## src/rtl/renkon_feeder_if.sv

```systemverilog
// Word-stream, accelerator and result-stream signals of the renkon feeder.
// The feeder side uses the master modport; the environment side uses slave.
interface renkon_feeder_if #(
   parameter int DWIDTH  = 16,
   parameter int IMGSIZE = 12,
   parameter int NETSIZE = 11,
   parameter int CORELOG = 3,
   parameter int LWIDTH  = 10
);
   logic                     in_valid;
   logic signed [DWIDTH-1:0] in_data;
   logic                     in_ready;
   logic                     req;
   logic                     img_we;
   logic [IMGSIZE-1:0]       input_addr;
   logic [IMGSIZE-1:0]       output_addr;
   logic [DWIDTH-1:0]        write_img;
   logic [CORELOG:0]         net_we;
   logic [NETSIZE-1:0]       net_addr;
   logic [DWIDTH-1:0]        write_net;
   logic [LWIDTH-1:0]        total_out;
   logic [LWIDTH-1:0]        total_in;
   logic [LWIDTH-1:0]        img_size;
   logic [LWIDTH-1:0]        fil_size;
   logic [LWIDTH-1:0]        pool_size;
   logic                     ack;
   logic signed [DWIDTH-1:0] read_img;
   logic                     out_valid;
   logic [DWIDTH-1:0]        out_data;
   logic                     out_ready;

   modport master (
      input  in_valid, in_data, ack, read_img, out_ready,
      output in_ready, req, img_we, input_addr, output_addr, write_img,
             net_we, net_addr, write_net, total_out, total_in, img_size,
             fil_size, pool_size, out_valid, out_data
   );

   modport slave (
      output in_valid, in_data, ack, read_img, out_ready,
      input  in_ready, req, img_we, input_addr, output_addr, write_img,
             net_we, net_addr, write_net, total_out, total_in, img_size,
             fil_size, pool_size, out_valid, out_data
   );
endinterface

```

## src/rtl/renkon_feeder.sv

```systemverilog
// Loads image and per-core weights into the accelerator, kicks one layer,
// then streams the result words back through a 2-entry output FIFO.
module renkon_feeder #(
   parameter int DWIDTH  = 16,
   parameter int IMGSIZE = 12,
   parameter int NETSIZE = 11,
   parameter int CORE    = 8,
   parameter int CORELOG = 3,
   parameter int LWIDTH  = 10
) (
   input  logic               clk,
   input  logic               xrst,
   input  logic               start,
   input  logic [IMGSIZE-1:0] img_len,
   input  logic [NETSIZE-1:0] net_len,
   input  logic [IMGSIZE-1:0] out_base,
   input  logic [IMGSIZE-1:0] out_len,
   input  logic [LWIDTH-1:0]  total_out_i,
   input  logic [LWIDTH-1:0]  total_in_i,
   input  logic [LWIDTH-1:0]  img_size_i,
   input  logic [LWIDTH-1:0]  fil_size_i,
   input  logic [LWIDTH-1:0]  pool_size_i,
   output logic               done,
   output logic               busy,
   renkon_feeder_if.master    bus
);
   typedef enum logic [2:0] {
      S_IDLE, S_LOAD_IMG, S_LOAD_NET, S_RUN, S_WAIT_ACK, S_READ, S_FLUSH
   } state_t;

   state_t              state_q, state_d;
   logic [IMGSIZE-1:0]  img_len_q, img_len_d, out_base_q, out_base_d;
   logic [IMGSIZE-1:0]  out_len_q, out_len_d;
   logic [NETSIZE-1:0]  net_len_q, net_len_d;
   logic [LWIDTH-1:0]   tout_q, tout_d, tin_q, tin_d, isz_q, isz_d;
   logic [LWIDTH-1:0]   fsz_q, fsz_d, psz_q, psz_d;
   logic [IMGSIZE-1:0]  img_cnt_q, img_cnt_d, rd_cnt_q, rd_cnt_d;
   logic [NETSIZE-1:0]  net_addr_q, net_addr_d;
   logic [CORELOG-1:0]  core_q, core_d;
   logic                inflight_q, inflight_d;
   logic [DWIDTH-1:0]   fifo_q [2];
   logic [DWIDTH-1:0]   fifo_d [2];
   logic                wr_ptr_q, wr_ptr_d, rd_ptr_q, rd_ptr_d;
   logic [1:0]          count_q, count_d;
   logic                done_q, done_d;

   logic                in_ready_s, img_we_s, req_s, push_s, pop_s;
   logic [CORELOG:0]    net_we_s;
   logic [IMGSIZE-1:0]  input_addr_s;
   logic [NETSIZE-1:0]  net_addr_s;
   logic [DWIDTH-1:0]   write_img_s, write_net_s;

   // Next-state, counters, FIFO and combinational handshake outputs.
   always_comb begin
      state_d      = state_q;
      img_len_d    = img_len_q;
      net_len_d    = net_len_q;
      out_base_d   = out_base_q;
      out_len_d    = out_len_q;
      tout_d       = tout_q;
      tin_d        = tin_q;
      isz_d        = isz_q;
      fsz_d        = fsz_q;
      psz_d        = psz_q;
      img_cnt_d    = img_cnt_q;
      net_addr_d   = net_addr_q;
      core_d       = core_q;
      rd_cnt_d     = rd_cnt_q;
      inflight_d   = 1'b0;
      done_d       = 1'b0;
      in_ready_s   = 1'b0;
      img_we_s     = 1'b0;
      net_we_s     = '0;
      req_s        = 1'b0;
      input_addr_s = '0;
      net_addr_s   = '0;
      write_img_s  = '0;
      write_net_s  = '0;

      case (state_q)
         S_IDLE: begin
            if (start) begin
               img_len_d  = img_len;
               net_len_d  = net_len;
               out_base_d = out_base;
               out_len_d  = out_len;
               tout_d     = total_out_i;
               tin_d      = total_in_i;
               isz_d      = img_size_i;
               fsz_d      = fil_size_i;
               psz_d      = pool_size_i;
               img_cnt_d  = '0;
               net_addr_d = '0;
               core_d     = '0;
               rd_cnt_d   = '0;
               state_d    = (img_len == '0) ? S_LOAD_NET : S_LOAD_IMG;
            end else begin
               state_d = S_IDLE;
            end
         end
         S_LOAD_IMG: begin
            in_ready_s   = 1'b1;
            input_addr_s = img_cnt_q;
            if (bus.in_valid) begin
               img_we_s    = 1'b1;
               write_img_s = bus.in_data;
               img_cnt_d   = img_cnt_q + IMGSIZE'(1);
               state_d     = (img_cnt_q == img_len_q - IMGSIZE'(1)) ? S_LOAD_NET : S_LOAD_IMG;
            end else begin
               state_d = S_LOAD_IMG;
            end
         end
         S_LOAD_NET: begin
            net_addr_s = net_addr_q;
            if (net_len_q == '0) begin
               state_d = S_RUN;
            end else begin
               in_ready_s = 1'b1;
               if (bus.in_valid) begin
                  net_we_s    = {1'b0, core_q} + (CORELOG+1)'(1);
                  write_net_s = bus.in_data;
                  // Address wrap moves to the next core; the last core's wrap ends the load.
                  if (net_addr_q == net_len_q - NETSIZE'(1)) begin
                     net_addr_d = '0;
                     if (core_q == CORELOG'(CORE-1)) begin
                        state_d = S_RUN;
                     end else begin
                        core_d = core_q + CORELOG'(1);
                     end
                  end else begin
                     net_addr_d = net_addr_q + NETSIZE'(1);
                  end
               end else begin
                  state_d = S_LOAD_NET;
               end
            end
         end
         S_RUN: begin
            req_s   = 1'b1;
            state_d = S_WAIT_ACK;
         end
         S_WAIT_ACK: begin
            state_d = bus.ack ? S_READ : S_WAIT_ACK;
         end
         S_READ: begin
            input_addr_s = out_base_q + rd_cnt_q;
            if (rd_cnt_q == out_len_q) begin
               state_d = S_FLUSH;
            end else if (({1'b0, inflight_q} + count_q) < 2'd2) begin
               inflight_d = 1'b1;
               rd_cnt_d   = rd_cnt_q + IMGSIZE'(1);
            end else begin
               inflight_d = 1'b0;
            end
         end
         S_FLUSH: begin
            if ((count_q == 2'd0) && !inflight_q) begin
               done_d  = 1'b1;
               state_d = S_IDLE;
            end else begin
               state_d = S_FLUSH;
            end
         end
         default: begin
            state_d = S_IDLE;
         end
      endcase

      // A read issued last cycle returns its word this cycle.
      push_s   = inflight_q;
      pop_s    = (count_q != 2'd0) && bus.out_ready;
      fifo_d   = fifo_q;
      wr_ptr_d = wr_ptr_q;
      rd_ptr_d = rd_ptr_q;
      if (push_s) begin
         fifo_d[wr_ptr_q] = bus.read_img;
         wr_ptr_d         = ~wr_ptr_q;
      end else begin
         wr_ptr_d = wr_ptr_q;
      end
      if (pop_s) begin
         rd_ptr_d = ~rd_ptr_q;
      end else begin
         rd_ptr_d = rd_ptr_q;
      end
      count_d = count_q + {1'b0, push_s} - {1'b0, pop_s};
   end

   // State and datapath registers with synchronous active-low reset.
   always_ff @(posedge clk) begin
      if (!xrst) begin
         state_q    <= S_IDLE;
         img_len_q  <= '0;
         net_len_q  <= '0;
         out_base_q <= '0;
         out_len_q  <= '0;
         tout_q     <= '0;
         tin_q      <= '0;
         isz_q      <= '0;
         fsz_q      <= '0;
         psz_q      <= '0;
         img_cnt_q  <= '0;
         net_addr_q <= '0;
         core_q     <= '0;
         rd_cnt_q   <= '0;
         inflight_q <= 1'b0;
         fifo_q[0]  <= '0;
         fifo_q[1]  <= '0;
         wr_ptr_q   <= 1'b0;
         rd_ptr_q   <= 1'b0;
         count_q    <= 2'd0;
         done_q     <= 1'b0;
      end else begin
         state_q    <= state_d;
         img_len_q  <= img_len_d;
         net_len_q  <= net_len_d;
         out_base_q <= out_base_d;
         out_len_q  <= out_len_d;
         tout_q     <= tout_d;
         tin_q      <= tin_d;
         isz_q      <= isz_d;
         fsz_q      <= fsz_d;
         psz_q      <= psz_d;
         img_cnt_q  <= img_cnt_d;
         net_addr_q <= net_addr_d;
         core_q     <= core_d;
         rd_cnt_q   <= rd_cnt_d;
         inflight_q <= inflight_d;
         fifo_q[0]  <= fifo_d[0];
         fifo_q[1]  <= fifo_d[1];
         wr_ptr_q   <= wr_ptr_d;
         rd_ptr_q   <= rd_ptr_d;
         count_q    <= count_d;
         done_q     <= done_d;
      end
   end

   assign done            = done_q;
   assign busy            = (state_q != S_IDLE);
   assign bus.in_ready    = in_ready_s;
   assign bus.req         = req_s;
   assign bus.img_we      = img_we_s;
   assign bus.input_addr  = input_addr_s;
   assign bus.output_addr = out_base_q;
   assign bus.write_img   = write_img_s;
   assign bus.net_we      = net_we_s;
   assign bus.net_addr    = net_addr_s;
   assign bus.write_net   = write_net_s;
   assign bus.total_out   = tout_q;
   assign bus.total_in    = tin_q;
   assign bus.img_size    = isz_q;
   assign bus.fil_size    = fsz_q;
   assign bus.pool_size   = psz_q;
   assign bus.out_valid   = (count_q != 2'd0);
   assign bus.out_data    = fifo_q[rd_ptr_q];
endmodule

```

## src/flat_wrapper.sv

```systemverilog
// flat-port wrapper written by rule: the top's interface ports become plain ports
module renkon_feeder_flat 
#(
   parameter int DWIDTH  = 16,
   parameter int IMGSIZE = 12,
   parameter int NETSIZE = 11,
   parameter int CORE    = 8,
   parameter int CORELOG = 3,
   parameter int LWIDTH  = 10
)
  (clk, xrst, start, img_len, net_len, out_base, out_len, total_out_i, total_in_i, img_size_i, fil_size_i, pool_size_i, done, busy, bus_in_valid, bus_in_data, bus_ack, bus_read_img, bus_out_ready, bus_in_ready, bus_req, bus_img_we, bus_input_addr, bus_output_addr, bus_write_img, bus_net_we, bus_net_addr, bus_write_net, bus_total_out, bus_total_in, bus_img_size, bus_fil_size, bus_pool_size, bus_out_valid, bus_out_data);
  renkon_feeder_if #(.DWIDTH(DWIDTH), .IMGSIZE(IMGSIZE), .NETSIZE(NETSIZE), .CORELOG(CORELOG), .LWIDTH(LWIDTH)) bus_i ();
  input  logic clk;
  input  logic xrst;
  input  logic start;
  input  logic [IMGSIZE-1:0] img_len;
  input  logic [NETSIZE-1:0] net_len;
  input  logic [IMGSIZE-1:0] out_base;
  input  logic [IMGSIZE-1:0] out_len;
  input  logic [LWIDTH-1:0] total_out_i;
  input  logic [LWIDTH-1:0] total_in_i;
  input  logic [LWIDTH-1:0] img_size_i;
  input  logic [LWIDTH-1:0] fil_size_i;
  input  logic [LWIDTH-1:0] pool_size_i;
  output logic done;
  output logic busy;
  input wire logic [$bits(bus_i.in_valid)-1:0] bus_in_valid;
  input wire logic [$bits(bus_i.in_data)-1:0] bus_in_data;
  input wire logic [$bits(bus_i.ack)-1:0] bus_ack;
  input wire logic [$bits(bus_i.read_img)-1:0] bus_read_img;
  input wire logic [$bits(bus_i.out_ready)-1:0] bus_out_ready;
  output wire logic [$bits(bus_i.in_ready)-1:0] bus_in_ready;
  output wire logic [$bits(bus_i.req)-1:0] bus_req;
  output wire logic [$bits(bus_i.img_we)-1:0] bus_img_we;
  output wire logic [$bits(bus_i.input_addr)-1:0] bus_input_addr;
  output wire logic [$bits(bus_i.output_addr)-1:0] bus_output_addr;
  output wire logic [$bits(bus_i.write_img)-1:0] bus_write_img;
  output wire logic [$bits(bus_i.net_we)-1:0] bus_net_we;
  output wire logic [$bits(bus_i.net_addr)-1:0] bus_net_addr;
  output wire logic [$bits(bus_i.write_net)-1:0] bus_write_net;
  output wire logic [$bits(bus_i.total_out)-1:0] bus_total_out;
  output wire logic [$bits(bus_i.total_in)-1:0] bus_total_in;
  output wire logic [$bits(bus_i.img_size)-1:0] bus_img_size;
  output wire logic [$bits(bus_i.fil_size)-1:0] bus_fil_size;
  output wire logic [$bits(bus_i.pool_size)-1:0] bus_pool_size;
  output wire logic [$bits(bus_i.out_valid)-1:0] bus_out_valid;
  output wire logic [$bits(bus_i.out_data)-1:0] bus_out_data;
  assign bus_i.in_valid = bus_in_valid;
  assign bus_i.in_data = bus_in_data;
  assign bus_i.ack = bus_ack;
  assign bus_i.read_img = bus_read_img;
  assign bus_i.out_ready = bus_out_ready;
  assign bus_in_ready = bus_i.in_ready;
  assign bus_req = bus_i.req;
  assign bus_img_we = bus_i.img_we;
  assign bus_input_addr = bus_i.input_addr;
  assign bus_output_addr = bus_i.output_addr;
  assign bus_write_img = bus_i.write_img;
  assign bus_net_we = bus_i.net_we;
  assign bus_net_addr = bus_i.net_addr;
  assign bus_write_net = bus_i.write_net;
  assign bus_total_out = bus_i.total_out;
  assign bus_total_in = bus_i.total_in;
  assign bus_img_size = bus_i.img_size;
  assign bus_fil_size = bus_i.fil_size;
  assign bus_pool_size = bus_i.pool_size;
  assign bus_out_valid = bus_i.out_valid;
  assign bus_out_data = bus_i.out_data;
  renkon_feeder #(.DWIDTH(DWIDTH), .IMGSIZE(IMGSIZE), .NETSIZE(NETSIZE), .CORE(CORE), .CORELOG(CORELOG), .LWIDTH(LWIDTH)) u_core (.clk(clk), .xrst(xrst), .start(start), .img_len(img_len), .net_len(net_len), .out_base(out_base), .out_len(out_len), .total_out_i(total_out_i), .total_in_i(total_in_i), .img_size_i(img_size_i), .fil_size_i(fil_size_i), .pool_size_i(pool_size_i), .done(done), .busy(busy), .bus(bus_i));
endmodule
```

## config.mk

```make
export PLATFORM = sky130hd
export DESIGN_NAME = renkon_feeder_flat
export DESIGN_NICKNAME = d
export VERILOG_FILES = /design/src/rtl/renkon_feeder_if.sv /design/src/rtl/renkon_feeder.sv /design/src/flat_wrapper.sv
export SDC_FILE = /design/constraint.sdc
export NUM_CORES = 1
export LEC_CHECK = 0
export CORE_ASPECT_RATIO = 1.1
export CORE_UTILIZATION = 40
export CTS_CLUSTER_DIAMETER = 150
export CTS_CLUSTER_SIZE = 12
export DETAILED_ROUTE_END_ITERATION = 8
export MAX_ROUTING_LAYER = met4
export PLACE_DENSITY = 0.73
export SETUP_SLACK_MARGIN = 0.3
export SKIP_LAST_GASP = 1
export SLEW_MARGIN = 40
export SYNTH_ARGS = -nofsm -noshare
export SYNTH_HDL_FRONTEND = slang
export SYNTH_SLANG_ARGS = --single-unit
```

## constraint.sdc

```tcl
create_clock -name clk -period 5.35 [get_ports clk]
set_input_delay 0.8025 -clock clk [delete_from_list [all_inputs] [get_ports clk]]
set_output_delay 0.8025 -clock clk [all_outputs]
set_load 0.1 [all_outputs]
```

# Word-level counts from Yosys, hierarchy flattened
# Cells that the tools add are included.
[classes]
n_lt_le_gt_ge = 4
mux = 51
addsub = 10
n_shift = 0
n_reduce_logical = 21
n_bitwise = 6
eq_ne = 21
multipliers = 0
div_mod_pow = 0
[op_table]
columns = ["operator", "count"]
rows = [
  ["16-bit 2-to-1 mux", 8],
  ["12-bit case mux with 2 select lines", 3],
  ["11-bit 2-to-1 mux", 5],
  ["12-bit 2-to-1 mux", 4],
  ["3-bit 2-to-1 mux", 13],
  ["32-bit bitwise mux", 1],
  ["12-bit by 1-bit adder with 12-bit output (second input constant)", 2],
  ["12-bit equality test", 2],
  ["11-bit case mux with 2 select lines", 1],
  ["3-bit case mux with 7 select lines", 1],
  ["16-bit demux with 1-bit select", 1],
  ["12-bit adder", 1],
  ["3-bit equality test (second input constant)", 4],
  ["12-bit zero test", 1],
  ["4-bit 2-to-1 mux", 3],
  ["2-bit != test (second input constant)", 6],
  ["12-bit by 1-bit subtractor with 12-bit output (second input constant)", 1],
  ["11-bit by 1-bit adder with 11-bit output (second input constant)", 1],
  ["11-bit equality test", 1],
  ["11-bit zero test", 1],
  ["11-bit by 1-bit subtractor with 11-bit output (second input constant)", 1],
  ["4-bit by 2-bit != test with 1-bit output (second input constant)", 2],
  ["4-bit AND reduction", 2],
  ["2-bit nonzero test", 4],
  ["25 further kinds", 44],
]
[totals]
rom_bits = 0
mem_bits_rw = 0
mem_count = 0
latch_bits = 0
register_bits = 176
output_inout_bits = 143
elab_cells = 134
input_bits = 135

# Longest topological paths before layout
[logic_depth]
ltp_word = 6
ltp_mapped = 10
mapped_depth_nobuf = 10

# Worst setup path after synthesis
# Ideal clock, no wire load.
[synth_timing]
path_type = "register to output"
from = "register u_core.out_base_q[1] (netlist: u_core.bus.output_addr[1])"
to = "output port bus_input_addr[11]"
path_stages_with_launch = 9
t_required_ps = 4548
path_slack_ps = -103
arrival_ps = 4650
n_path_buf = 0
cell_sequence = "dfxtp_1 ha_1 a211o_1 a211oi_1 o311ai_0 a21o_1 a21oi_1 xnor2_1 o21ai_0"
[synth_via]
elab_chain_len = 2
[synth_rtl]
columns = ["element", "line_no", "text"]
rows = [
  ["start: declaration", "renkon_feeder.sv:32", "logic [IMGSIZE-1:0] img_len_q, img_len_d, out_base_q, out_base_d;"],
  ["start signal: assignment", "renkon_feeder.sv:217", "out_base_q <= out_base_d;"],
  ["12-bit adder", "renkon_feeder.sv:146", "input_addr_s = out_base_q + rd_cnt_q;"],
  ["12-bit case mux with 2 select lines", "renkon_feeder.sv:80", "case (state_q)"],
  ["end: declaration", "flat_wrapper.sv:35", "output wire logic [$bits(bus_i.input_addr)-1:0] bus_input_addr;"],
]
# No other way between the ends.

# Worst setup path in the final report
[layout_timing]
from = "register u_core.rd_cnt_q[0]"
to = "output port bus_input_addr[10]"
[layout_via]
elab_chain_len = 2
[layout_rtl]
columns = ["element", "line_no", "text"]
rows = [
  ["start: declaration", "renkon_feeder.sv:37", "logic [IMGSIZE-1:0] img_cnt_q, img_cnt_d, rd_cnt_q, rd_cnt_d;"],
  ["start signal: assignment", "renkon_feeder.sv:227", "rd_cnt_q <= rd_cnt_d;"],
  ["12-bit adder", "renkon_feeder.sv:146", ""],
  ["12-bit case mux with 2 select lines", "renkon_feeder.sv:80", ""],
]
# No other way between the ends.

==> flow_metrics.py <==
metrics = {
    "run_status": {
        "outcome": "completed",
    },
    "global_routing": {
        "gr-total-overflow": 0,
        "grt.total_usage_pct": 22.1,
        "antenna_found_initial": 1,
        "grt_pass1_vias": 7836,
        "grt_pass1_wl_mm": 40.6,
        "grt_max_degree": 86,
    },
    "worst_hold_path": {
        "hold_start": "u_core.bus.total_out[4]",
        "holdPathEnd": "u_core.bus.total_out[4]",
        "hold_depth": 2,
        "hold_class": "flip-flop to flip-flop",
    },
    "setup_path": {
        "crit_path_top_delay_cell": "dfxtp_1",
        "path_class": "flip-flop to output pin",
        "cp-end-kind": "output pin",
        "cp_common_cell": "o21ai_0",
        "crit_path_cell_trace": "ha_1 > inv_1 > fa_1 > nor2b_1 > o21ai_0 > a21boi_0 > o221ai_1 > a2111oi_0 > o21ai_0 > a32o_1 > buf_4",
        "cpPeakStageDelay_ns": 0.51,
        "rr_startpoint": "u_core.net_len_q[0]",
        "required_ns": 4.55,
        "cp_data_arrival_time_ns": 3.61,
        "timing.rr.end": "u_core.net_addr_q[6]",
        "cp_max_fo": 9,
        "cp-start-kind": "flip-flop",
        "r2r_cells": 9,
        "rrSetupSlack_ns": 2.72,
    },
    "route": {
        "vias": 8377,
        "viasPerCell": 5.05,
        "drt-total-wl_mm": 25.1,
        "drt_iter0_drc": 427,
        "dr.pass1.iters": 5,
        "ant_nets": 0,
        "drc_errors": 0,
        "routedWlPerCell_microns": 15.1,
    },
    "synth": {
        "syn_inst": 1123,
        "synth_seq_cells": 176,
        "synth_flop_cell": "dfxtp_1",
        "syn_area_sq_mm": 0.00903,
        "synth_nets": 1280,
        "synth_edf_count": 0,
        "yosys_warnings": 0,
        "synth_area_per_cell_sq_um": 8.04,
        "ys_seq_area_share_pct": 39.0,
        "synth_cell_type_count": 65,
        "async_reset_ff_share_pct": 0,
    },
    "sta": {
        "rsz0062_at_grt": "no",
        "finalSetupTns_ns": 0,
        "hold_violations": 0,
        "tightest_slew_ns": 0.830,
        "slew_headroom_pct": 44.6,
        "finalCriticalPeriod_ns": 4.41,
        "clock.fmax_mhz": 227,
        "period_share_pct": 82.5,
        "fin_skew_ns": 0.0101,
        "setup_violations": 0,
        "slew_viol_final": 0,
    },
    "power_and_ir_drop": {
        "finalPower_uw": 3340,
        "power_density_mw_per_mm2": 280,
        "ir_drop_mv": 0.206,
        "leakagePower_uw": 0.00494,
    },
    "layout": {
        "drive_gt1_share_pct": 16.0,
        "ff_latch_area_sq_mm": 0.00352,
        "syn_to_final_growth_pct": 32.1,
        "fin_area_sq_mm": 0.0119,
        "nets": 1507,
        "fin_cells": 1659,
        "multiInputGateArea_sq_mm": 0.00518,
        "fillerInstances": 2175,
    },
    "clock_tree": {
        "cts_buffers": 17,
        "htree_levels": 4,
        "cts_setup_buffers": 0,
        "cts_resized": 0,
        "clock_path_buffers": 2,
        "cts-root-buf": "clkbuf_16",
        "clkTransAtPathRegs_ns": 0.07,
        "clock_latency_ns": 0.43,
        "cts_sinks": 176,
        "ctsHoldBuffers": 0,
        "cts_tree": "yes",
    },
    "die": {
        "die_area_sq_mm": 0.0232,
        "io_pins": 278,
        "rows": 57,
        "die_w_microns": 145,
        "dieHeight_microns": 160,
        "coreArea_sq_mm": 0.0221,
        "initial_utilization_pct": 40.8,
    },
    "placed_design": {
        "place_area_sq_mm": 0.0113,
        "dp.cells": 1625,
        "port_buffers": 277,
        "hpwl_mm": 18.0,
        "globalplace.congestion": 0.865,
    },
    "job": {
        "drv_cap": 0,
    },
}
## layout by cell type, fill, tap and decap left out, drive strengths merged, types with 3 or more instances in the layout
master	instances
dfxtp	176
nor2b	11
nand2	306
a21boi	134
nand4	23
and2	21
mux2	17
a32o	3
nor3	14
o21ai	24
nand2b	4
or3	5
clkdlybuf4s50	133
nor3b	3
or2	6
clkbuf	19
a211oi	3
xor2	28
o2111ai	4
o31ai	3
ha	21
nor2	43
xnor2	47
a21oi	11
mux2i	7
inv	18
and3	42
buf	153
nand3b	3
nand3	22
nor4	9
clkinv	8
nor4b	3
## cell families (layout without fill, tap and decap cells)
logic type	count (synthesis)	count (layout)	share of synthesized area (%)
xor gates and xnor gates	75	75	7.27
DFF	176	176	39.0
adders and majority gates	22	22	3.13
buffers and inverters	94	334	3.91
AOI/OAI and AO/OA	206	206	16.8
other	0	1	0
and+or+nand+nor	526	526	27.0
muxes	24	24	2.90
## synth_stat cells (all sizes together) (4+ instances only)
| cell type | count | share of area [%] |
|---|---|---|
| xor2 | 28 | 2.7 |
| nor2 | 43 | 1.8 |
| and2 | 21 | 1.5 |
| mux2 | 17 | 2.1 |
| a21boi | 134 | 11 |
| o2111ai | 4 | 0.39 |
| xnor2 | 47 | 4.6 |
| nand2b | 4 | 0.28 |
| o21ai | 24 | 1.3 |
| nand4 | 23 | 1.6 |
| nand3 | 22 | 1.2 |
| or2 | 6 | 0.42 |
| ha | 21 | 2.9 |
| clkbuf | 68 | 2.8 |
| inv | 16 | 0.67 |
| a21oi | 11 | 0.65 |
| nand2 | 306 | 13 |
| nor4 | 9 | 0.79 |
| mux2i | 7 | 0.78 |
| nor3 | 14 | 0.78 |
| buf | 10 | 0.42 |
| dfxtp | 176 | 39 |
| or3 | 5 | 0.35 |
| nor2b | 11 | 0.76 |
| and3 | 42 | 2.9 |
## state kept, by name, summed over array words and instances (netlist names)
name,count
u_core.out_len_q,12
u_core.rd_cnt_q,12
u_core.bus.output_addr,12
u_core.count_q,2
u_core.rd_ptr_q,1
u_core.img_cnt_q,12
u_core.bus.total_out,10
u_core.img_len_q,12
u_core.state_q,3
u_core.bus.pool_size,10
u_core.net_len_q,11
u_core.wr_ptr_q,1
u_core.inflight_q,1
u_core.net_addr_q,11
u_core.bus.total_in,10
u_core.done,1
u_core.core_q,3
u_core.fifo_q,32
u_core.bus.img_size,10
u_core.bus.fil_size,10
## routing by layer
layer,vias to the layer above,track usage [%],share of wire [%]
met3,18,4.21,4.9
met4,0,6.46,1.0
li1,4257,-,-
met2,187,35.1,47
met1,3915,28.5,47
met5,-,-,0
## report_power, final
| part | internal [uW] | switching [uW] | total, uW |
|---|---|---|---|
| clock | 665 | 540 | 1210 |
| sequential | 1360 | 51.2 | 1410 |
| combinational | 233 | 489 | 722 |
| total | 2260 | 1080 | 3340 |
## worst max-delay path, delay by kind of cell (launching register included)
family,cells,cell delay (ns)
AO/OA/AOI/OAI,6,1.60
flip-flops,1,0.51
buffers and inverters,2,0.30
adder cells (fa/ha/maj),2,0.68
AND/OR/NAND/NOR,1,0.11
## cell type report
cell class / count / share of cell area [%]
Clock inverter: 13 / 0.923
Sequential cell: 176 / 29.5
Clock buffer: 19 / 3.80
Antenna cell: 1 / 0.0210
Tap cell: 295 / 3.09
Multi-Input combinational cell: 853 / 43.5
Inverter: 16 / 0.504
Timing Repair Buffer: 286 / 18.7
## metrics by stage
stage / hold WS (ns) / utilization, % / worst slack [ns]
2_1_floorplan: 0.440 / - / 0.301
3_3_place_gp: 0.448 / 53.7 / 1.35
3_5_place_dp: 0.455 / 51.3 / 1.42
4_1_cts: 0.464 / 53.9 / 0.950
5_1_grt: 0.480 / 54.0 / 0.625
6_report: 0.460 / 54.0 / 0.936
## worst max-delay path by stage
| stage | cells after the start | end | from |
|---|---|---|---|
| after floorplan | 6 | bus_input_addr[7] | u_core.bus.output_addr[1] |
| after global placement | 10 | bus_input_addr[6] | u_core.rd_cnt_q[0] |
| after detailed placement | 11 | bus_input_addr[10] | u_core.rd_cnt_q[0] |
| after CTS | 11 | bus_input_addr[10] | u_core.rd_cnt_q[0] |
| after global routing | 11 | bus_input_addr[10] | u_core.rd_cnt_q[0] |
| final | 11 | bus_input_addr[10] | u_core.rd_cnt_q[0] |
Power figures use the tool's default switching activity.
